===== config.mk =====
export PLATFORM = sky130hd
export DESIGN_NAME = param_register_file
export DESIGN_NICKNAME = d
export VERILOG_FILES = /design/src/rtl/param_register_file.sv
export SDC_FILE = /design/constraint.sdc
export NUM_CORES = 1
export LEC_CHECK = 0
export BUFFER_PORTS_ARGS = -buffer_cell sky130_fd_sc_hd__buf_2
export CORE_MARGIN = 2
export CORE_UTILIZATION = 52
export DETAILED_ROUTE_END_ITERATION = 10
export GPL_TIMING_DRIVEN = 0
export PLACE_DENSITY = 0.69
export SLEW_MARGIN = 25
export SYNTH_ARGS = -nofsm -noshare
export SYNTH_HDL_FRONTEND = slang
export SYNTH_SLANG_ARGS = --single-unit

===== constraint.sdc =====
create_clock -name i_Clk -period 3.3 [get_ports i_Clk]
set_clock_uncertainty 0.05 [all_clocks]
set_input_delay 0.495 -clock i_Clk [delete_from_list [all_inputs] [get_ports i_Clk]]
set_output_delay 0.495 -clock i_Clk [all_outputs]
set_load 0.02 [all_outputs]

===== src/rtl/param_register_file.sv =====
// param_register_file: parametrised register file with NUM_RD synchronous read ports,
// one write port with same-cycle write-through, post-reset clear sweep and a
// per-register pending-write scoreboard.
// Ports: i_Clk/i_Rst (sync, active-high); i_WrEnable/i_WrAddr/i_DataIn write port;
// i_ResvEn/i_ResvAddr reserve port; i_RdAddr packed read addresses;
// o_RdData/o_RdPend registered read data and pending flags; o_Ready sweep done.
// Optional: define ZERO_REG_EN to hardwire entry 0 to zero.
module param_register_file #(
  parameter int DATA_W = 32,
  parameter int ADDR_W = 5,
  parameter int NUM_RD = 2
) (
  input  logic                     i_Clk,
  input  logic                     i_Rst,
  input  logic                     i_WrEnable,
  input  logic [ADDR_W-1:0]        i_WrAddr,
  input  logic [DATA_W-1:0]        i_DataIn,
  input  logic                     i_ResvEn,
  input  logic [ADDR_W-1:0]        i_ResvAddr,
  input  logic [NUM_RD*ADDR_W-1:0] i_RdAddr,
  output logic [NUM_RD*DATA_W-1:0] o_RdData,
  output logic [NUM_RD-1:0]        o_RdPend,
  output logic                     o_Ready
);
  localparam logic [0:0] CLEAR = 1'b0;
  localparam logic [0:0] READY = 1'b1;
  localparam int DEPTH = 2 ** ADDR_W;
  if (NUM_RD < 1 || NUM_RD > 4) begin : g_bad_num_rd
    $error("param_register_file: NUM_RD must be 1..4");
  end
  logic [0:0]        state;
  logic [ADDR_W:0]   cnt;
  logic [DATA_W-1:0] mem [DEPTH];
  logic [DEPTH-1:0]  pend, pend_clr;
  logic              rdy, we, re;
  assign rdy = state == READY;
  assign o_Ready = rdy;
`ifdef ZERO_REG_EN
  // Entry 0 never accepts writes or reservations, so the sweep's zero sticks.
  assign we = rdy && i_WrEnable && |i_WrAddr;
  assign re = rdy && i_ResvEn && |i_ResvAddr;
`else
  assign we = rdy && i_WrEnable;
  assign re = rdy && i_ResvEn;
`endif
  // Pending view after this cycle's write-clear but before this cycle's reserve-set.
  always_comb begin
    pend_clr = pend;
    if (we) pend_clr[i_WrAddr] = 1'b0;
  end
  always_ff @(posedge i_Clk) begin
    if (i_Rst) begin
      state <= CLEAR;
      cnt   <= '0;
      pend  <= '0;
    end else if (!rdy) begin
      cnt <= cnt + 1'b1;
      if (cnt == {1'b0, {ADDR_W{1'b1}}}) state <= READY;
    end else begin
      pend <= pend_clr;
      if (re) pend[i_ResvAddr] <= 1'b1;
    end
  end
  // Single write port shared by the sweep and the host keeps the array RAM-mappable.
  always_ff @(posedge i_Clk) begin
    if (!i_Rst && (!rdy || we)) mem[rdy ? i_WrAddr : cnt[ADDR_W-1:0]] <= rdy ? i_DataIn : '0;
  end
  always_ff @(posedge i_Clk) begin
    if (i_Rst || !rdy) begin
      o_RdData <= '0;
      o_RdPend <= '0;
    end else begin
      for (int k = 0; k < NUM_RD; k++) begin
        o_RdData[k*DATA_W +: DATA_W] <= (we && i_WrAddr == i_RdAddr[k*ADDR_W +: ADDR_W])
                                        ? i_DataIn : mem[i_RdAddr[k*ADDR_W +: ADDR_W]];
        o_RdPend[k] <= pend_clr[i_RdAddr[k*ADDR_W +: ADDR_W]];
      end
    end
  end
endmodule

Word level (Yosys, flattened, before mapping)
Memories as Yosys holds them, arrays and structs flattened. A register that Yosys moved wholly into a read port is not among the register bits.
Index checks and enable logic that the tools add are counted.
Widths: inputs -> output; s select.

word-level totals
  word-level logic and storage cells = 41
  memories kept = 1
  memory bits (read-only) = 0
  bits in writable memories = 1024
  flip-flop bits (word level) = 41
  output and inout bits = 67
  latch bits = 0

memories
  memory  words  width  read ports  clocked after Yosys merged registers in  write ports  RTL line  source
  mem     32     32     2           2                                        1            33        logic [DATA_W-1:0] mem [DEPTH];

operators by class
  add/sub/neg operators = 1
  equality and inequality tests = 1
  shift operators = 0
  mux-type cells = 16
  reduce and logical (&&, ||, !) cells = 9
  divide/modulo/power cells = 0
  $lt $le $gt $ge = 6
  multipliers = 0
  bitwise logic cells = 3

operator list
  kind                 count
  $mux 32              3
  $and 32x32->32       1
  $not 32->32          1
  $or 32x32->32        1
  $lt 5x6->1 const B   4
  $bmux 1 s5           2
  $demux 1 s5          2
  $ge 5x1->1 const B   2
  $mux 1               8
  $add 6x1->6 const B  1
  $eq 6x5->1 const B   1
  $logic_and 1x1->1    5
  $mux 5               1
  $logic_not 1->1      2
  $logic_or 1x1->1     2

Depth between registers and ports, before layout
  depth in word-level cells = 9
  gate-level depth with buffers = 9
  gate-level depth less buffers = 6

Least setup slack after synthesis
Ideal clock, no wire load.

  path type = reg2reg
  from = register state (netlist: o_Ready)
  to = memory mem[16][0], enable pin
  slack = 0.089 ns
  arrival = 2.740 ns
  data required time = 2.829 ns
  cell stages (with the launch flop) = 5
  path buffers = 0
  cells stage by stage = dfxtp_1 > mux2i_1 > nor2b_1 > nand2_1 > nor2_1

on the way
  longest elaborated chain between the ends = 5

ends and longest elaborated chain
  item                                                         RTL line  source
  from (decl)                                                  31        logic [0:0] state;
  from (signal assigned)                                       53        state <= CLEAR;
  from (signal assigned)                                       58        if (cnt == {1'b0, {ADDR_W{1'b1}}}) state <= READY;
  $logic_not 1->1 / $logic_and 1x1->1 (equally long branches)  66, 43
  $logic_or 1x1->1                                             66        if (!i_Rst && (!rdy || we)) mem[rdy ? i_WrAddr : cnt[ADDR_W-1:0]] <= rdy ? i_DataIn : '0;
  $logic_and 1x1->1                                            66
  $mux 1 (2 in series)                                         66
  to (decl)                                                    33

Parallel ways exist; a longest one is shown, timed or not.

Worst setup path after layout
  from = register state (netlist: o_Ready)
  to = register o_RdData[30] (read register of mem)

on the way
  longest elaborated chain between the ends = 2

ends and longest elaborated chain
  item              RTL line  source
  $logic_not 1->1   69        if (i_Rst || !rdy) begin
  $logic_or 1x1->1  69
  to (decl)         21        output logic [NUM_RD*DATA_W-1:0] o_RdData,

No other way between the ends.
A chain may end at the register's enable or synchronous reset.

==> flow_metrics.tcl <==
set metrics [dict create \
    status "finished with violations" \
    violations "setup timing" \
    yosys_warnings 0 \
    drt_wl_total_mm 169 \
    cts_tree "done" \
    initial_core_util 0.523 \
    whs_ps 54.7 \
    r2r_setup_slack_ps -40 \
    port_buffers 106 \
    layout_min_cycle_time_ps 3340 \
    gp_congestion 0.929 \
    avgSynthCellArea_um2 20.9 \
    max_freq_ghz 0.299 \
    slowest_stage "mux2i_2" \
    period_share 1.01 \
    cts-root-buf "clkbuf_16" \
    ys_types 47 \
    cp-start-kind "register" \
    finalHoldViolations 0 \
    cts.clk_slew.worst_paths_ps 60 \
    setup_viol 2 \
    fin_ws_ps -39.3 \
    nets 2812 \
    syn-num-nets 2516 \
    dpl.hpwl_mm 116 \
    fin_area_mm2 0.0595 \
    syn_area_mm2 0.0514 \
    arrival_ps 3820 \
    setup.worst_path.class "reg2reg" \
    p_leak_nw 19.9 \
    core_area_mm2 0.0983 \
    worstPathRequired_ps 3780 \
    dieArea_mm2 0.101 \
    wire_per_inst_um 40.8 \
    area_growth_pct 15.6 \
    drive_above_1_share 0.422 \
    dr.first_iter.drc_count 5231 \
    worstHoldPathType "in2reg" \
    synth-seq-cells 1129 \
    gr-total-overflow 0 \
    grt_pass1_vias 30700 \
    critPathMaxStageDelay_ps 580 \
    worst_slew_pin_slew_ps 1210 \
    synth-seq-area-share 0.639 \
    io-pin-count 123 \
    drt_pass1_iterations 6 \
    peakVddDrop_mv 0.507 \
    grt.total_usage 0.336 \
    n_antenna_cell 0 \
    worstPathCellList "mux2i_2, xnor2_1, nor4_2, nand3_2, clkbuf_1, a21oi_1" \
    drv_cap 0 \
    final_max_slew_viol_count 0 \
    cts_sinks 1129 \
    ys.flop_type "edfxtp_1" \
    preCtsSetupSlack_ps -845 \
    rsz0062_at_grt "no" \
    p_total_mw 31.4 \
    cts_made_buffers 117 \
    grt_first_pass_wirelength_mm 234 \
    slew_headroom 0.193 \
    async_flop_share 0 \
    htreeDepth 3 \
    clockBufferDepth 3 \
    synthCells 2459 \
    fp.dieW_um 318 \
    setup.worst_path.end_class "register" \
    place_area_mm2 0.0555 \
    avgViaCountPerCell 7.42 \
    fillCellCount 6875 \
    grt_max_degree 33 \
    powerDensity_mw_per_mm2 527 \
    die_height_um 318 \
    synth_edf_count 1024 \
    via_count 30700 \
    fin_cells 4143 \
    num_rows 115 \
    clk_latency_ps 730 \
    place_inst 3921 \
    cp_max_fo 10 \
    antenna_left 0 \
    grt_antenna_before_repair 7 \
    drc_errors 0 \
]
-- power breakdown --
| group | leakage [nW] | switching (mW) | internal, mW | total (mW) |
|---|---|---|---|---|
| Combinational | 7.06 | 1.39 | 1.03 | 2.42 |
| Sequential | 10.9 | 0.0360 | 15.5 | 15.5 |
| Clock | 1.90 | 5.69 | 7.75 | 13.4 |
-- synthesized netlist by cell type (2+ instances only) --
master	n	area [um2]
a21oi_1	84	420
a31o_2	2	17.5
and2_1	33	206
buf_1	23	86.3
buf_2	35	175
buf_4	26	195
buf_6	7	78.8
clkbuf_1	104	390
dfxtp_1	105	2100
edfxtp_1	1024	30700
inv_1	3	11.3
mux2_2	2	22.5
mux2i_1	75	751
mux4_2	653	14700
nand2_1	38	143
nand2b_1	4	25.0
nand3_1	12	60.1
nand3b_1	5	37.5
nand4_1	2	12.5
nand4b_1	3	26.3
nor2_1	52	195
nor2b_1	7	43.8
nor3_1	8	40.0
o21ai_0	97	485
o22ai_1	17	106
or3b_2	4	35.0
xnor2_1	11	96.3
xor2_1	4	35.0
-- registers in the layout (all words and copies together), names as in the netlist --
register / count
mem: 1024
o_Ready: 1
cnt: 6
o_RdData: 64
o_RdPend: 2
pend: 32
-- layer usage --
metal	wire length (um)	global-route usage	up-vias
met3	23800	0.106	451
met5	57	0	-
met2	77200	0.506	2601
li1	-	-	11300
met1	59700	0.461	16300
met4	8290	0.135	8
-- what timing repair did --
action | 4_1_cts | 5_1_grt
gates resized for setup | 27 | 31
gates cloned | 0 | 0
setup endpoints to repair | 727 | 618
buffers inserted | 0 | 2
hold buffers | 0 | 0
pin swaps | 0 | 2
-- layout make-up --
cell class,instances,area (um2),share of cell area
buffer,195,993,0.0167
clock buffer,159,3250,0.0546
clock inverter,61,627,0.0105
inverter,3,11.3,0.000189
multi-input combinational,1132,18000,0.302
sequential,1129,32900,0.552
tap,1287,1610,0.0271
timing repair buffer,177,2180,0.0366
-- worst paths after layout --
path,start,to,cells past startpoint
worst min-delay path,i_DataIn[19],o_RdData[51]$_SDFF_PP0_,3
worst max-delay path,o_Ready$_SDFF_PP0_,o_RdData[30]$_SDFF_PP0_,6
worst min register to register,pend[5]$_SDFFE_PP0P_,pend[5]$_SDFFE_PP0P_,2
worst max register to register,o_Ready$_SDFF_PP0_,o_RdData[30]$_SDFF_PP0_,6
-- cells by family (layout without fill, tap and decap cells) --
group / after synthesis / count (layout) / synth area share
adders and majority gates: 1 / 1 / 0.000243
buffers and inverters: 198 / 595 / 0.0182
muxes: 731 / 731 / 0.301
xor gates and xnor gates: 15 / 15 / 0.00255
AOI/OAI and AO/OA: 208 / 208 / 0.0213
DFF: 1129 / 1129 / 0.639
and+or+nand+nor: 177 / 177 / 0.0176
-- metrics by stage --
stage	utilization	TNS [ps]
after global placement	0.545	-2490170
after global routing	0.605	0
after CTS	0.604	0
final	0.605	-51.2
after floorplan	-	0
after detailed placement	0.565	-212850
-- placed cells by master, fill, tap and decap left out, types with 10 or more instances in the layout --
master	instances
edfxtp_1	1024
mux4_2	653
buf_2	151
clkbuf_16	120
dfxtp_1	105
o21ai_0	97
clkbuf_1	91
a21oi_1	83
mux2i_1	74
clkbuf_2	44
nand2_1	37
buf_16	36
nor2_4	32
buf_12	30
buf_4	28
and2_2	27
clkinv_1	21
nor2_1	20
clkinv_2	20
o22ai_1	17
nand3_1	11
xnor2_1	11
buf_1	11
bufinv_16	11
clkbuf_8	10
-- worst max-delay path: cells and delay by family (launching register included) --
kind / cells / cell delay [ps]
AOI/OAI and AO/OA: 1 / 560
xor gates and xnor gates: 1 / 170
buffers and inverters: 1 / 540
DFF: 1 / 480
muxes: 1 / 580
and+or+nand+nor: 2 / 790
Note: power is estimated with default switching activity, not from simulation.
